===== src/rtl/pwrmgr_pkg.sv =====
// Shared types and constants for the power manager reset arbitration slice.
package pwrmgr_pkg;

    localparam int NumRstReqs = 2;
    localparam int EscIdx     = NumRstReqs;

    typedef logic [NumRstReqs:0] rst_src_t;

    typedef enum logic [1:0] {
        Idle    = 2'b00,
        ReqRst  = 2'b01,
        Hold    = 2'b10,
        Release = 2'b11
    } rst_arb_state_e;

endpackage


===== src/rtl/pwrmgr_rst_prio_enc.sv =====
// Fixed-priority one-hot encoder: MSB (escalation) wins outright, otherwise
// the lowest set bit among the remaining sources. All-zero input gives zero.
module pwrmgr_rst_prio_enc #(
    parameter int Width = 3
) (
    input  logic [Width-1:0] req,
    output logic [Width-1:0] gnt
);

    logic [Width-2:0] low_s;
    logic [Width-2:0] low_gnt_s;

    assign low_s     = req[Width-2:0];
    // Two's-complement trick isolates the lowest set bit.
    assign low_gnt_s = low_s & (~low_s + (Width-1)'(1));
    assign gnt       = req[Width-1] ? {1'b1, {(Width-1){1'b0}}}
                                    : {1'b0, low_gnt_s};

endmodule


===== src/rtl/pwrmgr_rst_arb.sv =====
// Reset request arbiter: latches peripheral/escalation reset requests into
// sticky pending bits and sequences one reset at a time to rstmgr through a
// four-phase req/ack handshake, recording the granted cause for software.
module pwrmgr_rst_arb
    import pwrmgr_pkg::*;
#(
    parameter int NumReqs    = NumRstReqs,
    parameter int HoldCycles = 4
) (
    input  logic               clk_i,
    input  logic               rst_ni,
    input  logic [NumReqs-1:0] req_i,
    input  logic [NumReqs-1:0] en_i,
    input  logic               esc_req_i,
    input  logic               clr_i,
    output logic               rst_req_o,
    input  logic               rst_ack_i,
    output logic [NumReqs:0]   pending_o,
    output logic [NumReqs:0]   cause_o,
    output logic               cause_valid_o,
    output logic               busy_o
);

    localparam logic [NumReqs:0] SrcZero  = {(NumReqs+1){1'b0}};
    localparam logic [7:0]       HoldLoad = 8'(HoldCycles - 1);

    rst_arb_state_e   state_r;
    logic [NumReqs:0] pending_r;
    logic [NumReqs:0] grant_r;
    logic [NumReqs:0] cause_r;
    logic             cause_valid_r;
    logic             rst_req_r;
    logic             busy_r;
    logic [7:0]       cnt_r;

    logic [NumReqs:0] set_s;
    logic [NumReqs:0] drop_s;
    logic [NumReqs:0] clr_grant_s;
    logic [NumReqs:0] gnt_s;

    // Escalation is always enabled; peripherals only when software allows.
    assign set_s  = {esc_req_i, req_i & en_i};
    // A disabled source loses its queued request unless it is being serviced.
    assign drop_s = {1'b0, ~en_i} & ~grant_r;

    // Retire the granted bit in the cycle the handshake completes.
    always_comb begin
        clr_grant_s = SrcZero;
        if ((state_r == Release) && !rst_ack_i) begin
            clr_grant_s = grant_r;
        end else begin
            clr_grant_s = SrcZero;
        end
    end

    pwrmgr_rst_prio_enc #(
        .Width (NumReqs + 1)
    ) u_prio_enc (
        .req (pending_r),
        .gnt (gnt_s)
    );

    // Sticky pending bits; a new set beats a same-cycle clear or drop.
    always_ff @(posedge clk_i or negedge rst_ni) begin
        if (!rst_ni) begin
            pending_r <= SrcZero;
        end else begin
            pending_r <= (pending_r & ~clr_grant_s & ~drop_s) | set_s;
        end
    end

    // Handshake sequencer with registered request/busy decode and cause record.
    always_ff @(posedge clk_i or negedge rst_ni) begin
        if (!rst_ni) begin
            state_r       <= Idle;
            grant_r       <= SrcZero;
            cause_r       <= SrcZero;
            cause_valid_r <= 1'b0;
            rst_req_r     <= 1'b0;
            busy_r        <= 1'b0;
            cnt_r         <= 8'd0;
        end else begin
            case (state_r)
                Idle: begin
                    if (pending_r != SrcZero) begin
                        grant_r       <= gnt_s;
                        cause_r       <= gnt_s;
                        cause_valid_r <= 1'b1;
                        rst_req_r     <= 1'b1;
                        busy_r        <= 1'b1;
                        state_r       <= ReqRst;
                    end else if (clr_i) begin
                        cause_r       <= SrcZero;
                        cause_valid_r <= 1'b0;
                    end
                end
                ReqRst: begin
                    if (rst_ack_i) begin
                        cnt_r   <= HoldLoad;
                        state_r <= Hold;
                    end
                end
                Hold: begin
                    if (cnt_r == 8'd0) begin
                        rst_req_r <= 1'b0;
                        state_r   <= Release;
                    end else begin
                        cnt_r <= cnt_r - 8'd1;
                    end
                end
                Release: begin
                    if (!rst_ack_i) begin
                        grant_r <= SrcZero;
                        busy_r  <= 1'b0;
                        state_r <= Idle;
                    end
                end
                default: begin
                    grant_r   <= SrcZero;
                    rst_req_r <= 1'b0;
                    busy_r    <= 1'b0;
                    cnt_r     <= 8'd0;
                    state_r   <= Idle;
                end
            endcase
        end
    end

    assign rst_req_o     = rst_req_r;
    assign pending_o     = pending_r;
    assign cause_o       = cause_r;
    assign cause_valid_o = cause_valid_r;
    assign busy_o        = busy_r;

endmodule


===== config.mk =====
export PLATFORM = sky130hd
export DESIGN_NAME = pwrmgr_rst_arb
export DESIGN_NICKNAME = d
export VERILOG_FILES = /design/src/rtl/pwrmgr_pkg.sv /design/src/rtl/pwrmgr_rst_prio_enc.sv /design/src/rtl/pwrmgr_rst_arb.sv
export SDC_FILE = /design/constraint.sdc
export NUM_CORES = 1
export LEC_CHECK = 0
export ABC_AREA = 1
export BUFFER_PORTS_ARGS = -buffer_cell sky130_fd_sc_hd__buf_2
export CELL_PAD_IN_SITES_DETAIL_PLACEMENT = 1
export CELL_PAD_IN_SITES_GLOBAL_PLACEMENT = 2
export CORE_MARGIN = 2
export CORE_UTILIZATION = 38
export CTS_BUF_LIST = sky130_fd_sc_hd__clkbuf_2 sky130_fd_sc_hd__clkbuf_4 sky130_fd_sc_hd__clkbuf_8
export DETAILED_ROUTE_END_ITERATION = 16
export PLACE_DENSITY = 0.89
export SYNTH_ARGS = -nofsm -noshare
export SYNTH_HDL_FRONTEND = slang
export SYNTH_SLANG_ARGS = --single-unit

===== constraint.sdc =====
create_clock -name clk_i -period 2.3 [get_ports clk_i]
set_clock_uncertainty 0.15 [all_clocks]
set_input_delay 0 -clock clk_i [delete_from_list [all_inputs] [get_ports clk_i]]
set_output_delay 0 -clock clk_i [all_outputs]
set_load 0.01 [all_outputs]

==> out/results.md, run 1 <==
## Synthesis
* **mean area per synthesized cell** 8.40 sq um
* **flops & latches, synth** 22
* **proportion of netlist area held by the largest area contributor** 42.3%
* **dominant cell type by area after synthesis** sky130_fd_sc_hd__dfrtp_1
* **Synth area leaders** sky130_fd_sc_hd__dfrtp_1, sky130_fd_sc_hd__nand2_1, sky130_fd_sc_hd__ha_1
* **Yosys warning total** 0
* **Synthesized Nets** 171
* **Syn Std Cell Area** 1300 sq um
* **Cell variety after synth** 25
* **sequential area share after synthesis** 42.3%
* **gate count after technology mapping** 155

## Place
* **IO buf count** 17
* **Inst Count DP** 216
* **final estimated routing congestion in global placement** 0.814
* **HPWL after DPL** 2.41 mm

## Timing
* **Slew Limit Fails** 0
* **min cycle time layout** 1.91 ns
* **total negative setup slack** 0 ns
* **relative slew slack** 66.2%
* **transition at the pin with the smallest max-transition slack** 0.507 ns
* **Final period util** 83.2%
* **number of hold-slack violations in the final timing report** 0
* **setup repair after global routing missed its margin** false
* **maximum achievable frequency** 523 MHz
* **Setup-failing EPs final** 0

## Setup path
* **critical path class** reg2reg
* **endpoint kind of the worst setup timing path** flop
* **Required @ worst endpoint** 2.35 ns
* **kind of launch point of the worst setup path** flop
* **critical-path maximum fanout** 6
* **sequence of cells on the critical path** ha_1, nand2_1, a32o_1, dlygate4sd3_1
* **critical path's slowest cell** sky130_fd_sc_hd__dlygate4sd3_1
* **critical path arrival** 1.96 ns
* **Critical Path Max Stage Delay** 0.55 ns
* **depth of the worst register-to-register path** 4

## Finish
* **final cell count without fillers** 228
* **leading cell types in the layout, fill and taps excluded** sky130_fd_sc_hd__nand2_1, sky130_fd_sc_hd__dfrtp_1, sky130_fd_sc_hd__inv_1
* **P&R area growth vs syn** 17.2%
* **nets@finish** 200
* **leading cell type in the layout, fill and taps excluded** sky130_fd_sc_hd__nand2_1
* **layout cells sized above 1** 23.1%
* **antenna cells** 0

## Detailed routing
* **number of detailed-routing iterations run before antenna repair** 4
* **via density per instance** 4.98
* **initial detailed-routing violation count** 36
* **antenna-violating nets left** 0
* **Final Routed Wirelength** 3.22 mm
* **vias post-DR** 1136
* **number of remaining DRC errors** 0
* **Routed wire per std cell** 14.1 um

## Outcome
* **outcome** complete, no violations

## Clocking
* **post-CTS clock slew at the launch and capture registers of the worst setup and hold paths** 0.12 ns
* **buffer depth of the longest clock path** 2
* **Clock Tree Root** sky130_fd_sc_hd__clkbuf_4
* **cts hold-fix bufs** 9
* **clock net sink count** 22
* **number of setup buffers added after CTS** 0
* **clock tree from TritonCTS** built
* **H-Tree Depth** 1
* **total of cells resized after clock tree synthesis** 0
* **clock latency on the worst-skew pair** 0.31 ns
* **number of buffers inserted during clock tree synthesis** 3

## Floorplanning
* **total core area** 3310 sq um
* **starting utilization of the core area** 39.3%
* **number of I/O pins** 18
* **overall die width** 62.5 um
* **vertical die dimension** 62.5 um
* **Die ar.** 3910 sq um
* **number of rows in the core area** 21

## Global routing
* **grt total ovfl** 0
* **pin count of the biggest net entering global routing** 23
* **Total Routing Usage GR** 18.2%
* **first-pass GRT wire length** 5.61 mm
* **initial antenna violation count** 0
* **vias in the first global route** 1208

## Power
* **pwr dens** 1250 nW/um^2
* **Power, Total** 1.91 mW
* **static leakage** 0.757 nW
* **Max VDD drop** 0.000414 V

## Hold path
* **kind of path behind the tightest hold check** in2async

## Run
* **max capacitance violation total** 0

==> state kept, by name, indices dropped and copies added (netlist names) <==
register / cells
busy_o: 1
cause_o: 3
cause_valid_o: 1
cnt_r: 8
grant_r: 3
pending_o: 3
rst_req_o: 1
state_r: 2
==> synthesized netlist by cell type <==
cell and count:
sky130_fd_sc_hd__nand4_1 5, sky130_fd_sc_hd__o211ai_1 1, sky130_fd_sc_hd__nand3_2 1, sky130_fd_sc_hd__o21ai_0 6
sky130_fd_sc_hd__buf_6 1, sky130_fd_sc_hd__o21ai_1 5, sky130_fd_sc_hd__or2_2 2, sky130_fd_sc_hd__nand2_2 5
sky130_fd_sc_hd__buf_12 1, sky130_fd_sc_hd__o21bai_1 2, sky130_fd_sc_hd__ha_1 7, sky130_fd_sc_hd__nor3_1 1
sky130_fd_sc_hd__nand2_1 36, sky130_fd_sc_hd__nand3_4 1, sky130_fd_sc_hd__nand3_1 15, sky130_fd_sc_hd__nor2_1 7
sky130_fd_sc_hd__dfrtp_1 22, sky130_fd_sc_hd__a21o_1 1, sky130_fd_sc_hd__a32o_1 2, sky130_fd_sc_hd__inv_2 4
sky130_fd_sc_hd__o21ai_2 7, sky130_fd_sc_hd__nor2_4 2, sky130_fd_sc_hd__inv_1 18, sky130_fd_sc_hd__a21oi_1 2
sky130_fd_sc_hd__or2_1 1
==> report_power, final <==
group	switching (mW)	total, mW	internal (mW)
sequential	0.124	0.642	0.518
clock	0.112	0.173	0.0613
combinational	0.706	1.10	0.391
total	0.941	1.91	0.970
==> per-stage QoR <==
| step | worst slack (ns) | hold WS (ns) | area [sq um] | util, % |
|---|---|---|---|---|
| after detailed placement | 0.440 | -0.151 | 1410 | 42.7 |
| after CTS | 0.413 | 0.0462 | 1530 | 46.1 |
| final | 0.387 | 0.0436 | 1530 | 46.1 |
| after global routing | 0.260 | 0.0684 | 1530 | 46.1 |
| after floorplan | 0.729 | -0.446 | 1300 | - |
| after global placement | 0.566 | -0.158 | 1410 | 42.7 |
==> path summary, 6_finish.rpt <==
check	startpoint	to	slack (ns)
max reg2reg	state_r[0]	pending_o[0]	0.39
max in group asynchronous	rst_ni	cause_o[2]	1.61
min in group clk_i	cause_valid_o	cause_valid_o	0.33
min reg2reg	cause_valid_o	cause_valid_o	0.33
min	rst_ni	grant_r[1]	0.04
max	state_r[0]	pending_o[0]	0.39
==> critical path, delay by kind of cell, from the launching register on <==
kind,cells,cell delay [ns]
AOI/OAI and AO/OA,1,0.24
adders and majority gates,1,0.29
buffers and inverters,1,0.55
DFF,1,0.43
and+or+nand+nor,1,0.14
==> layout make-up <==
class                      count  area [sq um]
fill                         431          1790
multi-input combinational    109           637
sequential                    22           551
timing repair buffer          26           175
inverter                      22          82.6
tap                           46          57.6
clock buffer                   3          22.5
==> per-layer routing <==
metal	track usage (%)	routed length, um
met1	22.9	1520
met4	8.33	74
met5	0	0
met3	1.98	70
met2	31.2	1550
==> kinds of logic after synthesis <==
kind of cell | after synthesis | synth area share, %
buffers and inverters | 24 | 8.75
AOI/OAI and AO/OA | 26 | 13.6
adders and majority gates | 7 | 6.73
and+or+nand+nor | 76 | 28.7
DFF | 22 | 42.3
No activity file was read; power rests on OpenSTA's default activity.
==> inputs of run 2 (changes only) <==
--- a/config.mk
+++ b/config.mk
@@ -10,10 +10,10 @@
 export CELL_PAD_IN_SITES_DETAIL_PLACEMENT = 1
 export CELL_PAD_IN_SITES_GLOBAL_PLACEMENT = 2
 export CORE_MARGIN = 2
-export CORE_UTILIZATION = 38
+export CORE_UTILIZATION = 32
 export CTS_BUF_LIST = sky130_fd_sc_hd__clkbuf_2 sky130_fd_sc_hd__clkbuf_4 sky130_fd_sc_hd__clkbuf_8
 export DETAILED_ROUTE_END_ITERATION = 16
-export PLACE_DENSITY = 0.89
+export PLACE_DENSITY = 0.8
 export SYNTH_ARGS = -nofsm -noshare
 export SYNTH_HDL_FRONTEND = slang
 export SYNTH_SLANG_ARGS = --single-unit
==> constraint.sdc (replaced) <==
create_clock -name clk_i -period 1.6 [get_ports clk_i]
set_clock_uncertainty 0.15 [all_clocks]
set_input_delay 0 -clock clk_i [delete_from_list [all_inputs] [get_ports clk_i]]
set_output_delay 0 -clock clk_i [all_outputs]
set_load 0.01 [all_outputs]
==> run 2 against run 1 <==
  * Flip-flop and latch count stayed put
  * Total power is 88% higher
  * Non-clock buffer count is 8 higher
  * Routed wire length is 20% higher
  * Critical path type unchanged
  * Hold slack better by 0.049 ns
  * Largest power group unchanged
  * Critical path depth is 3 higher
  * Combinational power is 93% higher
  * First-iteration DRC count is 89% higher
  * Highest routed layer unchanged
  * Fmax is 22% higher
  * Clock power grew to 3.1 times the previous value
==> out/results.md, run 2 (synthesis results as in run 1) <==
## Outcome
* **outcome** complete, no violations

## Global routing
* **met1 Track Usage GR** 23.8%, +0.83 points
* **pin count of the biggest net entering global routing** 23, unchanged
* **layer with the highest usage** met2
* **grt total ovfl** 0, unchanged
* **met3 capacity usage during global routing** 2.17%, +0.18 points
* **met2 global-route usage** 26.2%, -5.0 points
* **first-pass GRT wire length** 5.78 mm, +3.1%
* **initial antenna violation count** 0, unchanged
* **vias in the first global route** 1191, -1.4%
* **Total Routing Usage GR** 16.9%, -1.3 points

## Clocking
* **buffer depth of the longest clock path** 2, unchanged
* **Clock Tree Root** sky130_fd_sc_hd__clkbuf_8
* **clock tree from TritonCTS** built
* **post-CTS clock slew at the launch and capture registers of the worst setup and hold paths** 0.09 ns, -0.03 ns
* **clock latency on the worst-skew pair** 0.27 ns, -0.04 ns
* **H-Tree Depth** 1, unchanged
* **number of buffers inserted during clock tree synthesis** 3, unchanged
* **clock net sink count** 22, unchanged

## Setup path
* **critical-path maximum fanout** 5, -1
* **endpoint kind of the worst setup timing path** flop
* **critical path class** reg2reg
* **critical path arrival** 1.61 ns, -0.35 ns
* **kind of launch point of the worst setup path** flop
* **Required @ worst endpoint** 1.64 ns, -0.71 ns

## Finish
* **leading cell type in the layout, fill and taps excluded** sky130_fd_sc_hd__nand2_1
* **nets@finish** 209, +4.5%
* **layout cells sized above 1** 38.0%, +15 points
* **max FFs per register** 8, unchanged
* **P&R area growth vs syn** 36.2%
* **count of filler cells inserted in the layout** 470, +9.0%
* **most flop-heavy register** cnt_r
* **leading cell types in the layout, fill and taps excluded** sky130_fd_sc_hd__nand2_1, sky130_fd_sc_hd__dfrtp_1, sky130_fd_sc_hd__buf_2
* **antenna cells** 0, unchanged

## Timing
* **Final period util** 97.9%, +15 points
* **Setup-failing EPs final** 0, unchanged
* **Slew Limit Fails** 0, unchanged
* **slack of the critical path** 0.0333 ns, -0.354 ns
* **min cycle time layout** 1.57 ns, -0.346 ns
* **relative slew slack** 64.6%, -1.6 points
* **number of hold-slack violations in the final timing report** 0, unchanged
* **transition at the pin with the smallest max-transition slack** 0.531 ns, +0.0242 ns
* **total negative setup slack** 0 ns, unchanged
* **maximum achievable frequency** 638 MHz, +22%

## Power
* **Power, Total** 3.59 mW, +88%
* **static leakage** 0.834 nW, +10%
* **Clk network pwr share** 14.8%, +5.8 points
* **Max VDD drop** 0.000697 V, +68%
* **pwr dens** 2020 nW/um^2, +62%
* **proportion of power drawn by flip-flops and latches** 26.2%, -7.4 points
* **combinational share of power** 59.0%, +1.6 points
* **switching share of total power** 46.6%, -2.7 points
* **P_int** 1.92 mW, +98%
* **power spent charging and discharging nets** 1.67 mW, +77%

## Detailed routing
* **number of remaining DRC errors** 0, unchanged
* **Routed wire per std cell** 16.0 um, +13%
* **number of detailed-routing iterations run before antenna repair** 4, unchanged
* **vias post-DR** 1212, +6.7%
* **antenna-violating nets left** 0, unchanged
* **initial detailed-routing violation count** 68, +89%
* **Final Routed Wirelength** 3.87 mm, +20%
* **via density per instance** 5.01, +0.52%

## Floorplanning
* **vertical die dimension** 67.8 um, +8.4%
* **number of I/O pins** 18, unchanged
* **Die ar.** 4590 sq um, +18%
* **number of rows in the core area** 23, +9.5%
* **starting utilization of the core area** 33.0%, -6.3 points
* **total core area** 3940 sq um, +19%
* **overall die width** 67.8 um, +8.4%

## Place
* **IO buf count** 17, unchanged
* **final estimated routing congestion in global placement** 0.815, about the same
* **HPWL after DPL** 2.38 mm, -1.5%
* **worst setup slack before clock tree synthesis** -0.0214 ns, -0.462 ns

## Run
* **max capacitance violation total** 0, unchanged

## Hold path
* **kind of path behind the tightest hold check** in2async

[run 2: path summary, 6_finish.rpt]
check                         startpoint             to  slack, ns  cells after the start
setup / recovery              state_r[1]      rst_req_o       0.03                      7
hold / removal                    rst_ni       cnt_r[5]       0.09                      2
setup reg to reg              state_r[1]      rst_req_o       0.03                      7
hold reg to reg            cause_valid_o  cause_valid_o       0.32                      2
max in group asynchronous         rst_ni     state_r[0]       0.82                      2
min in group clk_i             esc_req_i   pending_o[2]       0.30                      3
[run 2: layer usage]
| layer | vias to the layer above | share of wire [%] |
|---|---|---|
| met3 | 7 | 2.5 |
| met4 | 0 | 1.8 |
| li1 | 584 | - |
| met5 | - | 0 |
| met2 | 15 | 52 |
| met1 | 606 | 44 |
[run 2: critical path, stage by stage, from the launching register on]
cell and delay (ns):
sky130_fd_sc_hd__dfrtp_2 0.47, sky130_fd_sc_hd__inv_4 0.11, sky130_fd_sc_hd__ha_4 0.17, sky130_fd_sc_hd__nand4_1 0.13, sky130_fd_sc_hd__buf_4 0.19, sky130_fd_sc_hd__nand4_1 0.09
sky130_fd_sc_hd__inv_1 0.07, sky130_fd_sc_hd__a21oi_1 0.11
[run 2: layout make-up]
type                    instances  area, sq um  share of cell area [%]
multi-input cells             110          758                    42.8
flip-flops and latches         22          553                    31.2
repair buffers                 34          236                    13.3
inverters                      22         90.1                    5.08
well taps                      50         62.6                    3.53
clock buffers                   3         41.3                    2.33
clock inverters                 1         30.0                    1.69
[run 2: what timing repair did]
action,in CTS,in global routing
pin swaps,1,6
buffers inserted,0,3
gates resized for setup,5,29
hold buffers,8,0
cloned,1,0
setup endpoints to repair,9,15
hold endpoints to repair,27,0
[run 2: power groups by stage]
stage               sequential [mW]  clock (mW)  combinational (mW)
floorplan                     0.923           0                1.26
global placement              0.900           0                1.59
detailed placement            0.908           0                1.67
CTS                           0.900       0.552                1.79
global route                  0.971       0.571                2.34
finish                        0.941       0.530                2.12
[run 2: through the flow]
| stage | instance area, sq um | util, % | cells | hold slack [ns] |
|---|---|---|---|---|
| after global routing | 1770 | 44.9 | 242 | 0.140 |
| after detailed placement | 1460 | 37.1 | 226 | -0.137 |
| after CTS | 1640 | 41.6 | 239 | 0.116 |
| after global placement | 1460 | 37.1 | 226 | -0.150 |
| final | 1770 | 44.9 | 242 | 0.0925 |
| after floorplan | 1300 | - | 155 | -0.446 |
==> inputs of run 3 (changes only) <==
--- a/config.mk
+++ b/config.mk
@@ -12,8 +12,11 @@
 export CORE_MARGIN = 2
 export CORE_UTILIZATION = 32
 export CTS_BUF_LIST = sky130_fd_sc_hd__clkbuf_2 sky130_fd_sc_hd__clkbuf_4 sky130_fd_sc_hd__clkbuf_8
+export CTS_CLUSTER_SIZE = 16
 export DETAILED_ROUTE_END_ITERATION = 16
 export PLACE_DENSITY = 0.8
+export RECOVER_POWER = 100
 export SYNTH_ARGS = -nofsm -noshare
 export SYNTH_HDL_FRONTEND = slang
 export SYNTH_SLANG_ARGS = --single-unit
+export TNS_END_PERCENT = 1
==> run 3 against run 2 <==
  * First-iteration DRC count shrank 10%
  * Final cell count shrank 0.41%
  * Worst setup slack lost 0.019 ns
  * Critical path depth shrank 1
  * Critical path type unchanged
  * Critical endpoint is now cnt_r[4]
  * Largest cell class unchanged
==> out/results.md, run 3 (synthesis results as in run 1) <==
## Outcome
* **outcome** complete, no violations

## Clocking
* **post-CTS clock slew at the launch and capture registers of the worst setup and hold paths** 0.09 ns, about the same
* **number of buffers inserted during clock tree synthesis** 3, unchanged
* **clock net sink count** 22, unchanged
* **H-Tree Depth** 1, unchanged
* **Clock Tree Root** sky130_fd_sc_hd__clkbuf_8
* **clock latency on the worst-skew pair** 0.27 ns, about the same
* **clock tree from TritonCTS** built
* **buffer depth of the longest clock path** 2, unchanged

## Finish
* **layout cells sized above 1** 26.7%, -11 points
* **register area** 551 sq um, -0.45%
* **multi-input combinational cell area** 688 sq um, -9.2%
* **leading cell types in the layout, fill and taps excluded** sky130_fd_sc_hd__nand2_1, sky130_fd_sc_hd__dfrtp_1, sky130_fd_sc_hd__inv_1
* **antenna cells** 0, unchanged
* **count of filler cells inserted in the layout** 480, +2.1%
* **P&R area growth vs syn** 28.3%
* **nets@finish** 208, -0.48%
* **max FFs per register** 8, unchanged
* **most flop-heavy register** cnt_r
* **post-route cell area** 1670 sq um, -5.8%
* **leading cell type in the layout, fill and taps excluded** sky130_fd_sc_hd__nand2_1

## Power
* **static leakage** 0.800 nW, -4.1%
* **pwr dens** 1970 nW/um^2, -2.7%
* **Max VDD drop** 0.000727 V, +4.3%

## Timing
* **Setup-failing EPs final** 0, unchanged
* **Slew Limit Fails** 0, unchanged
* **transition at the pin with the smallest max-transition slack** 0.587 ns, +0.0558 ns
* **maximum achievable frequency** 631 MHz, -1.2%
* **min cycle time layout** 1.59 ns, +0.0185 ns
* **slack of the critical path** 0.0148 ns, -0.0185 ns
* **Final period util** 99.1%, +1.2 points
* **setup repair after global routing missed its margin** true
* **number of hold-slack violations in the final timing report** 0, unchanged
* **relative slew slack** 60.9%, -3.7 points

## Setup path
* **critical path arrival** 1.64 ns, +0.03 ns
* **endpoint kind of the worst setup timing path** flop
* **critical path class** reg2reg
* **kind of launch point of the worst setup path** flop
* **Required @ worst endpoint** 1.65 ns, about the same
* **critical-path maximum fanout** 8, +3
* **Register-to-Register Setup Slack** 0.01 ns, -0.02 ns

## Global routing
* **first-pass GRT wire length** 5.78 mm, unchanged
* **grt total ovfl** 0, unchanged
* **vias in the first global route** 1191, unchanged
* **Total Routing Usage GR** 16.9%, unchanged
* **pin count of the biggest net entering global routing** 23, unchanged
* **initial antenna violation count** 0, unchanged

## Detailed routing
* **Final Routed Wirelength** 3.41 mm, -12%
* **number of detailed-routing iterations run before antenna repair** 4, unchanged
* **initial detailed-routing violation count** 61, -10%
* **antenna-violating nets left** 0, unchanged
* **vias post-DR** 1167, -3.7%
* **via density per instance** 4.84, -3.3%
* **Routed wire per std cell** 14.2 um, -11%
* **number of remaining DRC errors** 0, unchanged

## Place
* **HPWL after DPL** 2.38 mm, unchanged
* **final estimated routing congestion in global placement** 0.815, unchanged
* **worst setup slack before clock tree synthesis** -0.0214 ns, unchanged
* **cell area after placement** 1460 sq um, unchanged
* **IO buf count** 17, unchanged

## Floorplanning
* **starting utilization of the core area** 33.0%, unchanged
* **number of rows in the core area** 23, unchanged
* **total core area** 3940 sq um, unchanged
* **Die ar.** 4590 sq um, unchanged
* **vertical die dimension** 67.8 um, unchanged
* **number of I/O pins** 18, unchanged
* **overall die width** 67.8 um, unchanged

## Hold path
* **kind of path behind the tightest hold check** in2async

## Run
* **max capacitance violation total** 0, unchanged

run 3: per-layer routing:
layer | wire length, um | vias up | track usage, % | part of all wire [%]
li1 | - | 585 | - | -
met5 | 0 | - | 0 | 0
met3 | 77 | 7 | 2.17 | 2.3
met2 | 1630 | 13 | 26.2 | 48
met4 | 68 | 0 | 6.50 | 2.0
met1 | 1640 | 562 | 23.8 | 48
run 3: worst max-delay path: stages (launching register included):
cell,delay [ns]
sky130_fd_sc_hd__dfrtp_1,0.39
sky130_fd_sc_hd__buf_4,0.14
sky130_fd_sc_hd__ha_1,0.20
sky130_fd_sc_hd__or2_2,0.34
sky130_fd_sc_hd__nand3_4,0.15
sky130_fd_sc_hd__nand2_1,0.08
sky130_fd_sc_hd__o21ai_2,0.06
run 3: report_power, final:
| group | switching (mW) | internal [mW] | total, mW |
|---|---|---|---|
| logic | 1.16 | 0.698 | 1.86 |
| clock network | 0.195 | 0.334 | 0.529 |
| registers | 0.151 | 0.746 | 0.897 |
| total | 1.51 | 1.78 | 3.29 |
run 3: per-stage QoR:
step | utilization (%) | std cells | power (mW) | TNS (ns) | hold slack (ns)
2_1_floorplan | - | 155 | 2.19 | 0 | -0.446
3_3_place_gp | 37.1 | 226 | 2.49 | 0 | -0.150
3_5_place_dp | 37.1 | 226 | 2.57 | -0.0912 | -0.137
4_1_cts | 41.6 | 239 | 3.24 | -0.00261 | 0.116
5_1_grt | 42.3 | 241 | 3.60 | -0.467 | 0.165
6_report | 42.3 | 241 | 3.29 | 0 | 0.112
run 3: final timing paths:
path / start / cells after the start / end
worst max register to register: state_r[0] / 6 / cnt_r[4]
worst min-delay path: rst_ni / 2 / cnt_r[5]
worst min register to register: cause_valid_o / 2 / cause_valid_o
max in group asynchronous: rst_ni / 2 / grant_r[0]
min in group clk_i: esc_req_i / 3 / pending_o[2]
worst max-delay path: state_r[0] / 6 / cnt_r[4]
run 3: layout make-up:
| class | count | share of cell area, % |
|---|---|---|
| clock inverters | 1 | 1.80 |
| repair buffers | 33 | 12.8 |
| well taps | 50 | 3.75 |
| clock buffers | 3 | 2.47 |
| multi-input cells | 110 | 41.2 |
| flip-flops and latches | 22 | 33.0 |
| inverters | 22 | 4.95 |
run 3: repair_timing:
| item | 4_1_cts | 5_1_grt |
|---|---|---|
| pin swaps | 1 | 2 |
| gates cloned | 1 | 0 |
| hold endpoints to repair | 27 | 0 |
| hold buffers | 8 | 0 |
| gates resized for setup | 4 | 8 |
| buffers inserted | 0 | 2 |
| setup endpoints to repair | 9 | 16 |
